**src/rtl/execute_mdu.sv**
```systemverilog
// ---------------------------------------------------------------------------
// execute_mdu -- iterative RV32M multiply/divide unit for the execute stage.
//
// Executes MUL/MULH/MULHSU/MULHU/DIV/DIVU/REM/REMU on the forwarded operands
// of an M-extension instruction. Multiplies use a bit-serial shift-add and
// divides use restoring shift-subtract, both on operand magnitudes. The sign
// is fixed up after the last iteration. While the unit works it requests a
// stall, so the instruction stays in execute until done_e pulses.
//
// Ports:
//   clk       in   rising-edge clock
//   rst       in   synchronous active-high reset
//   flush_e   in   kills any in-flight or requested operation (beats start_e)
//   start_e   in   valid M instruction in execute; held high while stalled
//   funct3_e  in   op select (000 MUL .. 111 REMU)
//   a_e, b_e  in   rs1/rs2 values; held stable while busy_e
//   result_e  out  registered result; valid with done_e; held until next op
//   busy_e    out  stall request (combinational from start_e)
//   done_e    out  one-cycle completion pulse
//
// Optional feature macro: MDU_FAST_MUL_EN
//   Defined   -> multiplies finish at accept with a single-cycle
//                combinational product; divides stay iterative.
//   Undefined -> every op uses the iterative path (DATA_WIDTH+1 cycle stall).
// ---------------------------------------------------------------------------
module execute_mdu #(
  parameter int DATA_WIDTH = 32
) (
  input  logic                  clk,
  input  logic                  rst,
  input  logic                  flush_e,
  input  logic                  start_e,
  input  logic [2:0]            funct3_e,
  input  logic [DATA_WIDTH-1:0] a_e,
  input  logic [DATA_WIDTH-1:0] b_e,
  output logic [DATA_WIDTH-1:0] result_e,
  output logic                  busy_e,
  output logic                  done_e
);

  localparam int W  = DATA_WIDTH;
  localparam int CW = $clog2(DATA_WIDTH);

  localparam logic [CW-1:0]  CNT_LAST = CW'(DATA_WIDTH - 1);
  localparam logic [CW-1:0]  CNT_ONE  = {{(CW-1){1'b0}}, 1'b1};
  localparam logic [W-1:0]   ONE_W    = {{(W-1){1'b0}}, 1'b1};
  localparam logic [2*W-1:0] ONE_2W   = {{(2*W-1){1'b0}}, 1'b1};
  localparam logic [W-1:0]   ZERO_W   = {W{1'b0}};
  localparam logic [W-1:0]   ALL_ONES = {W{1'b1}};
  localparam logic [W-1:0]   MOST_NEG = {1'b1, {(W-1){1'b0}}};

  typedef enum logic [1:0] {
    S_IDLE = 2'b00,
    S_RUN  = 2'b01,
    S_DONE = 2'b10
  } state_t;

  // Conditional two's complement of a single-width value.
  function automatic logic [W-1:0] f_neg_w(input logic [W-1:0] x, input logic en);
    f_neg_w = en ? (~x + ONE_W) : x;
  endfunction

  // Conditional two's complement of a double-width product.
  function automatic logic [2*W-1:0] f_neg_2w(input logic [2*W-1:0] x, input logic en);
    f_neg_2w = en ? (~x + ONE_2W) : x;
  endfunction

  // MUL keeps the low half of the product, MULH/MULHSU/MULHU the high half.
  function automatic logic [W-1:0] f_mul_sel(input logic [2*W-1:0] p, input logic [1:0] op_lo);
    f_mul_sel = (op_lo == 2'b00) ? p[W-1:0] : p[2*W-1:W];
  endfunction

  // Registers
  state_t           r_state;
  logic [2:0]       r_op;
  logic             r_neg;      // final result must be negated
  logic [W-1:0]     r_opnd;     // multiplicand magnitude, or divisor magnitude
  logic [2*W-1:0]   r_acc;      // mul: {partial, multiplier}; div: {remainder, quotient}
  logic [CW-1:0]    r_cnt;
  logic [W-1:0]     r_result;
  logic             r_done;

  // Accept-time decode
  logic             w_a_signed;
  logic             w_b_signed;
  logic             w_a_neg;
  logic             w_b_neg;
  logic [W-1:0]     w_a_mag;
  logic [W-1:0]     w_b_mag;
  logic             w_neg;
  logic             w_div_zero;
  logic             w_ovf;
  logic             w_special;
  logic [W-1:0]     w_special_val;
  logic             w_fast_take;
  logic [W-1:0]     w_fast_val;

  // Iteration datapath
  logic [W:0]       w_mul_sum;
  logic [W:0]       w_div_shift;
  logic             w_div_ge;
  logic [W-1:0]     w_div_diff;
  logic [2*W-1:0]   w_acc_next;
  logic [W-1:0]     w_run_val;

  // Operand signedness per op: MULHSU treats only rs1 as signed.
  always_comb begin
    w_a_signed = 1'b0;
    w_b_signed = 1'b0;
    case (funct3_e)
      3'b000, 3'b001, 3'b100, 3'b110: begin
        w_a_signed = 1'b1;
        w_b_signed = 1'b1;
      end
      3'b010: begin
        w_a_signed = 1'b1;
        w_b_signed = 1'b0;
      end
      default: begin
        w_a_signed = 1'b0;
        w_b_signed = 1'b0;
      end
    endcase
  end

  assign w_a_neg = w_a_signed & a_e[W-1];
  assign w_b_neg = w_b_signed & b_e[W-1];
  assign w_a_mag = f_neg_w(a_e, w_a_neg);
  assign w_b_mag = f_neg_w(b_e, w_b_neg);

  // Result sign: remainder follows the dividend, everything else is a^b.
  always_comb begin
    w_neg = 1'b0;
    if (funct3_e[2] && funct3_e[1]) begin
      w_neg = w_a_neg;
    end else begin
      w_neg = w_a_neg ^ w_b_neg;
    end
  end

  // Divide special cases are resolved at accept and skip the iteration.
  always_comb begin
    w_div_zero    = funct3_e[2] && (b_e == ZERO_W);
    w_ovf         = funct3_e[2] && !funct3_e[0] && (a_e == MOST_NEG) && (b_e == ALL_ONES);
    w_special     = w_div_zero || w_ovf;
    w_special_val = ZERO_W;
    if (w_div_zero) begin
      w_special_val = funct3_e[1] ? a_e : ALL_ONES;
    end else if (w_ovf) begin
      w_special_val = funct3_e[1] ? ZERO_W : a_e;
    end else begin
      w_special_val = ZERO_W;
    end
  end

`ifdef MDU_FAST_MUL_EN
  logic [2*W-1:0] w_fast_prod;
  assign w_fast_prod = {{W{1'b0}}, w_a_mag} * {{W{1'b0}}, w_b_mag};
  assign w_fast_take = ~funct3_e[2];
  assign w_fast_val  = f_mul_sel(f_neg_2w(w_fast_prod, w_neg), funct3_e[1:0]);
`else
  assign w_fast_take = 1'b0;
  assign w_fast_val  = ZERO_W;
`endif

  // One iteration of shift-add or restoring shift-subtract, plus the
  // sign-corrected result that is loaded after the final iteration.
  always_comb begin
    // Multiply: add the multiplicand when the multiplier LSB is set, then
    // shift the whole {partial, multiplier} pair right by one.
    w_mul_sum   = {1'b0, r_acc[2*W-1:W]} + (r_acc[0] ? {1'b0, r_opnd} : {(W+1){1'b0}});
    // Divide: shift the next dividend bit into the remainder and try the
    // subtract; the difference fits in W bits whenever it is kept.
    w_div_shift = r_acc[2*W-1:W-1];
    w_div_ge    = (w_div_shift >= {1'b0, r_opnd});
    w_div_diff  = w_div_shift[W-1:0] - r_opnd;
    w_acc_next  = {(2*W){1'b0}};
    w_run_val   = ZERO_W;
    if (r_op[2]) begin
      w_acc_next = {(w_div_ge ? w_div_diff : w_div_shift[W-1:0]), r_acc[W-2:0], w_div_ge};
      w_run_val  = f_neg_w(r_op[1] ? w_acc_next[2*W-1:W] : w_acc_next[W-1:0], r_neg);
    end else begin
      w_acc_next = {w_mul_sum, r_acc[W-1:1]};
      w_run_val  = f_mul_sel(f_neg_2w(w_acc_next, r_neg), r_op[1:0]);
    end
  end

  // Stall request: the arriving instruction is held in the very cycle it
  // shows up, so this must be combinational from start_e.
  assign busy_e = ~rst & (((r_state == S_IDLE) & start_e & ~flush_e) | (r_state == S_RUN));

  // Control FSM and datapath registers.
  always_ff @(posedge clk) begin
    if (rst) begin
      r_state  <= S_IDLE;
      r_op     <= 3'b000;
      r_neg    <= 1'b0;
      r_opnd   <= ZERO_W;
      r_acc    <= {(2*W){1'b0}};
      r_cnt    <= {CW{1'b0}};
      r_result <= ZERO_W;
      r_done   <= 1'b0;
    end else if (flush_e) begin
      // Killed op: back to idle with no pulse; result_e keeps its value.
      r_state <= S_IDLE;
      r_cnt   <= {CW{1'b0}};
      r_done  <= 1'b0;
    end else begin
      case (r_state)
        S_IDLE: begin
          r_done <= 1'b0;
          if (start_e) begin
            r_op   <= funct3_e;
            r_neg  <= w_neg;
            r_cnt  <= {CW{1'b0}};
            r_opnd <= funct3_e[2] ? w_b_mag : w_a_mag;
            r_acc  <= {{W{1'b0}}, (funct3_e[2] ? w_a_mag : w_b_mag)};
            if (w_special) begin
              r_result <= w_special_val;
              r_done   <= 1'b1;
              r_state  <= S_DONE;
            end else if (w_fast_take) begin
              r_result <= w_fast_val;
              r_done   <= 1'b1;
              r_state  <= S_DONE;
            end else begin
              r_state <= S_RUN;
            end
          end
        end
        S_RUN: begin
          r_acc <= w_acc_next;
          if (r_cnt == CNT_LAST) begin
            r_result <= w_run_val;
            r_done   <= 1'b1;
            r_state  <= S_DONE;
          end else begin
            r_cnt <= r_cnt + CNT_ONE;
          end
        end
        S_DONE: begin
          // start_e here is the finished instruction leaving execute.
          r_done  <= 1'b0;
          r_state <= S_IDLE;
        end
        default: begin
          r_done  <= 1'b0;
          r_state <= S_IDLE;
        end
      endcase
    end
  end

  assign result_e = r_result;
  assign done_e   = r_done;

endmodule

```
**config.mk**
```make
export PLATFORM = sky130hd
export DESIGN_NAME = execute_mdu
export DESIGN_NICKNAME = d
export VERILOG_FILES = /design/src/rtl/execute_mdu.sv
export SDC_FILE = /design/constraint.sdc
export NUM_CORES = 1
export LEC_CHECK = 0
export CELL_PAD_IN_SITES_DETAIL_PLACEMENT = 0
export CELL_PAD_IN_SITES_GLOBAL_PLACEMENT = 1
export CORE_ASPECT_RATIO = 1.75
export CORE_UTILIZATION = 25
export CTS_CLUSTER_DIAMETER = 50
export DETAILED_ROUTE_END_ITERATION = 10
export PLACE_DENSITY_LB_ADDON = 0.1
export SLEW_MARGIN = 20
export SYNTH_ARGS = -nofsm -noshare
export SYNTH_HDL_FRONTEND = slang
export SYNTH_SLANG_ARGS = --single-unit
```
**constraint.sdc**
```tcl
create_clock -name clk -period 6.7 [get_ports clk]
set_input_delay 1.34 -clock clk [delete_from_list [all_inputs] [get_ports clk]]
set_output_delay 1.34 -clock clk [all_outputs]
set_load 0.01 [all_outputs]
```
==> impl_results.html <==
<table>
<tr><th>Metric</th><th>Value</th></tr>
<tr><th colspan="2">Final layout</th></tr>
<tr><td>Most used cells in the layout excluding fill and tap cells</td><td>277 x nor2_1, 269 x nand2_1, 189 x a21oi_1</td></tr>
<tr><td>Fraction of layout cells with a size suffix above 1</td><td>approximately 6.4%</td></tr>
<tr><td>Final #Nets</td><td>approximately 2600</td></tr>
<tr><td>Commonest non-fill, non-tap cell in the layout</td><td>nor2_1</td></tr>
<tr><td>Cell area after layout</td><td>about 20000 um2</td></tr>
<tr><td>Relative area change from synthesis to final layout</td><td>15.4%</td></tr>
<tr><td>Fill cell total of the finished layout</td><td>7523</td></tr>
<tr><th colspan="2">Logic synthesis</th></tr>
<tr><td>Sequential fraction of the synthesis area</td><td>between 10% and 20%</td></tr>
<tr><td>Syn Nets</td><td>2652</td></tr>
<tr><td>Synthesis Warnings</td><td>0</td></tr>
<tr><td>Number of flops mapped to enable cells by yosys</td><td>0</td></tr>
<tr><td>Total of flip-flops plus latches after synthesis</td><td>140</td></tr>
<tr><td>Synthesized area per cell</td><td>between 6 and 7 um2</td></tr>
<tr><td>Post-synthesis instance area</td><td>~17000 um2</td></tr>
<tr><td>Synth unique cells</td><td>92</td></tr>
<tr><td>Synthesized instance count</td><td>~2500</td></tr>
<tr><td>Most used DFF post-synth</td><td>dfxtp_1</td></tr>
<tr><td>Asr flop ratio synth</td><td>0%</td></tr>
<tr><th colspan="2">Clocking</th></tr>
<tr><td>Maximum number of buffers from clock root to sink</td><td>2</td></tr>
<tr><td>Hold-fix buffer count after cts</td><td>0</td></tr>
<tr><td>Post-cts repair resize count</td><td>0</td></tr>
<tr><td>TritonCTS clock tree</td><td>built</td></tr>
<tr><td>Inserted Clock Buffers</td><td>17</td></tr>
<tr><td>Worst-Skew Late Latency</td><td>between 400 and 500 ps</td></tr>
<tr><td>Number of sinks handled by clock tree synthesis</td><td>140</td></tr>
<tr><td>Clock tree root driver cell</td><td>clkbuf_16</td></tr>
<tr><td>Reg clk slew, reported paths</td><td>about 70 ps</td></tr>
<tr><td>H-Tree Level Count</td><td>4</td></tr>
<tr><td>Setup Fix Bufs, Post-CTS</td><td>0</td></tr>
<tr><th colspan="2">Setup path</th></tr>
<tr><td>Biggest fanout along the worst timing path</td><td>27</td></tr>
<tr><td>Type of element capturing the critical path</td><td>flop</td></tr>
<tr><td>Critical path launch point type</td><td>flop</td></tr>
<tr><td>Kind of critical path</td><td>flop to flop</td></tr>
<tr><td>Crit Reg-Reg Startpoint</td><td>r_acc[0]</td></tr>
<tr><td>Worst endpoint required time</td><td>7070 ps</td></tr>
<tr><td>Data arrival time of the critical path</td><td>approximately 6400 ps</td></tr>
<tr><td>Worst Setup SP</td><td>r_acc[0]</td></tr>
<tr><th colspan="2">Routing</th></tr>
<tr><td>DRC violation count after routing</td><td>0</td></tr>
<tr><td>Final wirelength</td><td>approximately 91000 um</td></tr>
<tr><td>Average detailed-routed wire length per instance</td><td>about 27 um</td></tr>
<tr><td>Post-route antenna net violation count</td><td>0</td></tr>
<tr><td>1st-pass router iterations</td><td>5</td></tr>
<tr><td>Via count of the routed design</td><td>19560</td></tr>
<tr><td>Count of routing violations after the opening detailed-route iteration</td><td>1357</td></tr>
<tr><td>Per-cell via count in the routed design</td><td>5.73</td></tr>
<tr><th colspan="2">STA</th></tr>
<tr><td>Fin. max-slew vios</td><td>0</td></tr>
<tr><td>Headroom to the max-slew limit</td><td>between 20 and 30%</td></tr>
<tr><td>Setup Total Neg Slack</td><td>0 ps</td></tr>
<tr><td>Timing-limited maximum frequency</td><td>166 MHz</td></tr>
<tr><td>Worst Hold Slack</td><td>468 ps</td></tr>
<tr><td>Final Worst Setup Slack</td><td>approximately 690 ps</td></tr>
<tr><td>Fin. Hold Viols</td><td>0</td></tr>
<tr><td>Final Critical Period</td><td>approximately 6000 ps</td></tr>
<tr><td>Post-route fraction of the period consumed by the critical path</td><td>approximately 90%</td></tr>
<tr><td>Worst slew pin tran</td><td>about 1100 ps</td></tr>
<tr><td>Post-route clock skew</td><td>slightly below 20 ps</td></tr>
<tr><td>Setup repair after global routing missed its margin</td><td>no</td></tr>
<tr><td>Number of failing setup endpoints in the final timing report</td><td>0</td></tr>
<tr><th colspan="2">Worst hold path</th></tr>
<tr><td>Launch point of the worst hold path</td><td>r_opnd[5]</td></tr>
<tr><td>Classification of the worst-slack hold path</td><td>flop to flop</td></tr>
<tr><th colspan="2">Global route</th></tr>
<tr><td>Antenna violations before repair</td><td>0</td></tr>
<tr><td>Overall routing resource usage</td><td>between 20% and 30%</td></tr>
<tr><td>Total congestion overflow after global routing</td><td>0</td></tr>
<tr><td>Global-route wire length before repair</td><td>between 100000 and 150000 um</td></tr>
<tr><td>Number of global-route vias before repair</td><td>between 15000 and 20000</td></tr>
<tr><td>Largest net degree at the start of global routing</td><td>77</td></tr>
<tr><th colspan="2">Power and ir drop</th></tr>
<tr><td>Lkg Pwr</td><td>between 7 and 8 nW</td></tr>
<tr><td>Final total power</td><td>around 3.4 mW</td></tr>
<tr><td>Total power density per cell area</td><td>roughly 170 nW/um2</td></tr>
<tr><td>Worst IR Drop VDD</td><td>roughly 0.15 mV</td></tr>
<tr><th colspan="2">Die</th></tr>
<tr><td>Initial standard-cell utilization of the core</td><td>between 20% and 30%</td></tr>
<tr><td>Floorplan die area</td><td>69600 um2</td></tr>
<tr><td>Horizontal die dimension</td><td>200 um</td></tr>
<tr><td>Top-Level Pins</td><td>105</td></tr>
<tr><td>Placeable core region</td><td>approximately 68000 um2</td></tr>
<tr><td>Vertical extent of the die</td><td>between 300 and 400 um</td></tr>
<tr><td>FP Rows</td><td>~130</td></tr>
<tr><th colspan="2">Placement</th></tr>
<tr><td>Routability cong.</td><td>approximately 0.9</td></tr>
<tr><td>DP Wirelength</td><td>~70000 um</td></tr>
<tr><td>Area of placed instances</td><td>~19000 um2</td></tr>
<tr><td>Pre-CTS worst setup slack</td><td>744 ps</td></tr>
<tr><td>Buffers added on ports</td><td>approximately 100</td></tr>
<tr><th colspan="2">Job</th></tr>
<tr><td>Total of max-cap violations</td><td>0</td></tr>
<tr><th colspan="2">Run status</th></tr>
<tr><td>Result of the run</td><td>completed</td></tr>
</table>
==> through the flow <==
| step | cells | util (%) |
|---|---|---|
| after floorplan | 2508 | - |
| after global placement | 3382 | 28.3 |
| after detailed placement | 3382 | 28.3 |
| after CTS | 3414 | 29.2 |
| after global routing | 3414 | 29.2 |
| final | 3415 | 29.2 |
==> flip-flops by register name, summed over array words and instances (netlist names) <==
signal and flops:
done_e 1, r_opnd 32, r_acc 64, r_op 3
r_state 2, result_e 32, r_cnt 5, r_neg 1
==> Yosys cell counts (16+ instances only) <==
master    instances  area, um2
a211oi_1         49        368
a21o_1           21        158
a21oi_1         189        946
a22oi_1          30        225
a311oi_1         20        175
a31oi_1          47        294
and2_1           48        300
and3_1           19        119
buf_1            22       82.6
buf_2            18       90.1
clkbuf_1        154        578
dfxtp_1         140       2800
ha_1             71        888
inv_1            59        221
mux2i_1         101       1010
nand2_1         269       1010
nand3_1          68        340
nand4_1          38        238
nor2_1          281       1050
nor3_1           86        430
nor4_1           32        200
o211ai_1         39        293
o21a_1           26        195
o21ai_0         181        906
o31ai_1          52        390
or3_1            32        200
or4_1            16        120
xnor2_1          64        561
xor2_1           77        674
==> critical path, cell delays in order (launching register included) <==
cell and delay (ps):
dfxtp_1 590, buf_4 380, and2_1 190, ha_1 300, and3_1 190, a221oi_2 600, o31a_1 430, nand2_1 100
o221a_2 340, nor4_1 750, nand4b_1 540, o41ai_1 670, xor2_1 290, a211oi_1 130, a2111oi_1 370
==> power by group <==
part           switching [mW]  total [mW]  internal (mW)
Combinational           0.874        1.32          0.446
Sequential             0.0694       0.937          0.868
Clock                   0.459        1.09          0.636
Total                    1.40        3.35           1.95
==> layout make-up <==
cell class / count / area (um2) / share of cell area (%)
Inverter: 62 / 233 / 1.18
Clock buffer: 19 / 443 / 2.24
Antenna cell: 1 / 2.50 / 0.0127
Multi-Input combinational cell: 2109 / 13400 / 67.7
Sequential cell: 140 / 2810 / 14.2
Tap cell: 896 / 1120 / 5.67
Timing Repair Buffer: 175 / 1590 / 8.05
Clock inverter: 13 / 190 / 0.962
==> cells by family after synthesis <==
family | count (synthesis) | share of synthesized area (%)
flops | 140 | 16.4
simple gates | 973 | 27.2
fa+ha+maj | 73 | 5.42
compound gates | 812 | 31.4
xor+xnor | 141 | 7.21
buf+inv | 259 | 5.89
mux | 110 | 6.49
==> per-layer routing <==
metal / GRT usage, % / vias to the layer above / routed length, um
met5: 0 / - / 0
met1: 30.0 / 9492 / 36200
met3: 2.64 / 137 / 3520
met4: 12.6 / 0 / 4470
li1: - / 9316 / -
met2: 47.1 / 615 / 46600
==> final timing paths <==
kind / end / slack, ps / depth (start not counted)
max: result_e[31] / 690 / 14
min: r_opnd[5] / 470 / 2
max reg2reg: result_e[31] / 690 / 14
min reg2reg: r_opnd[5] / 470 / 2
No activity file was read; power rests on OpenSTA's default activity.
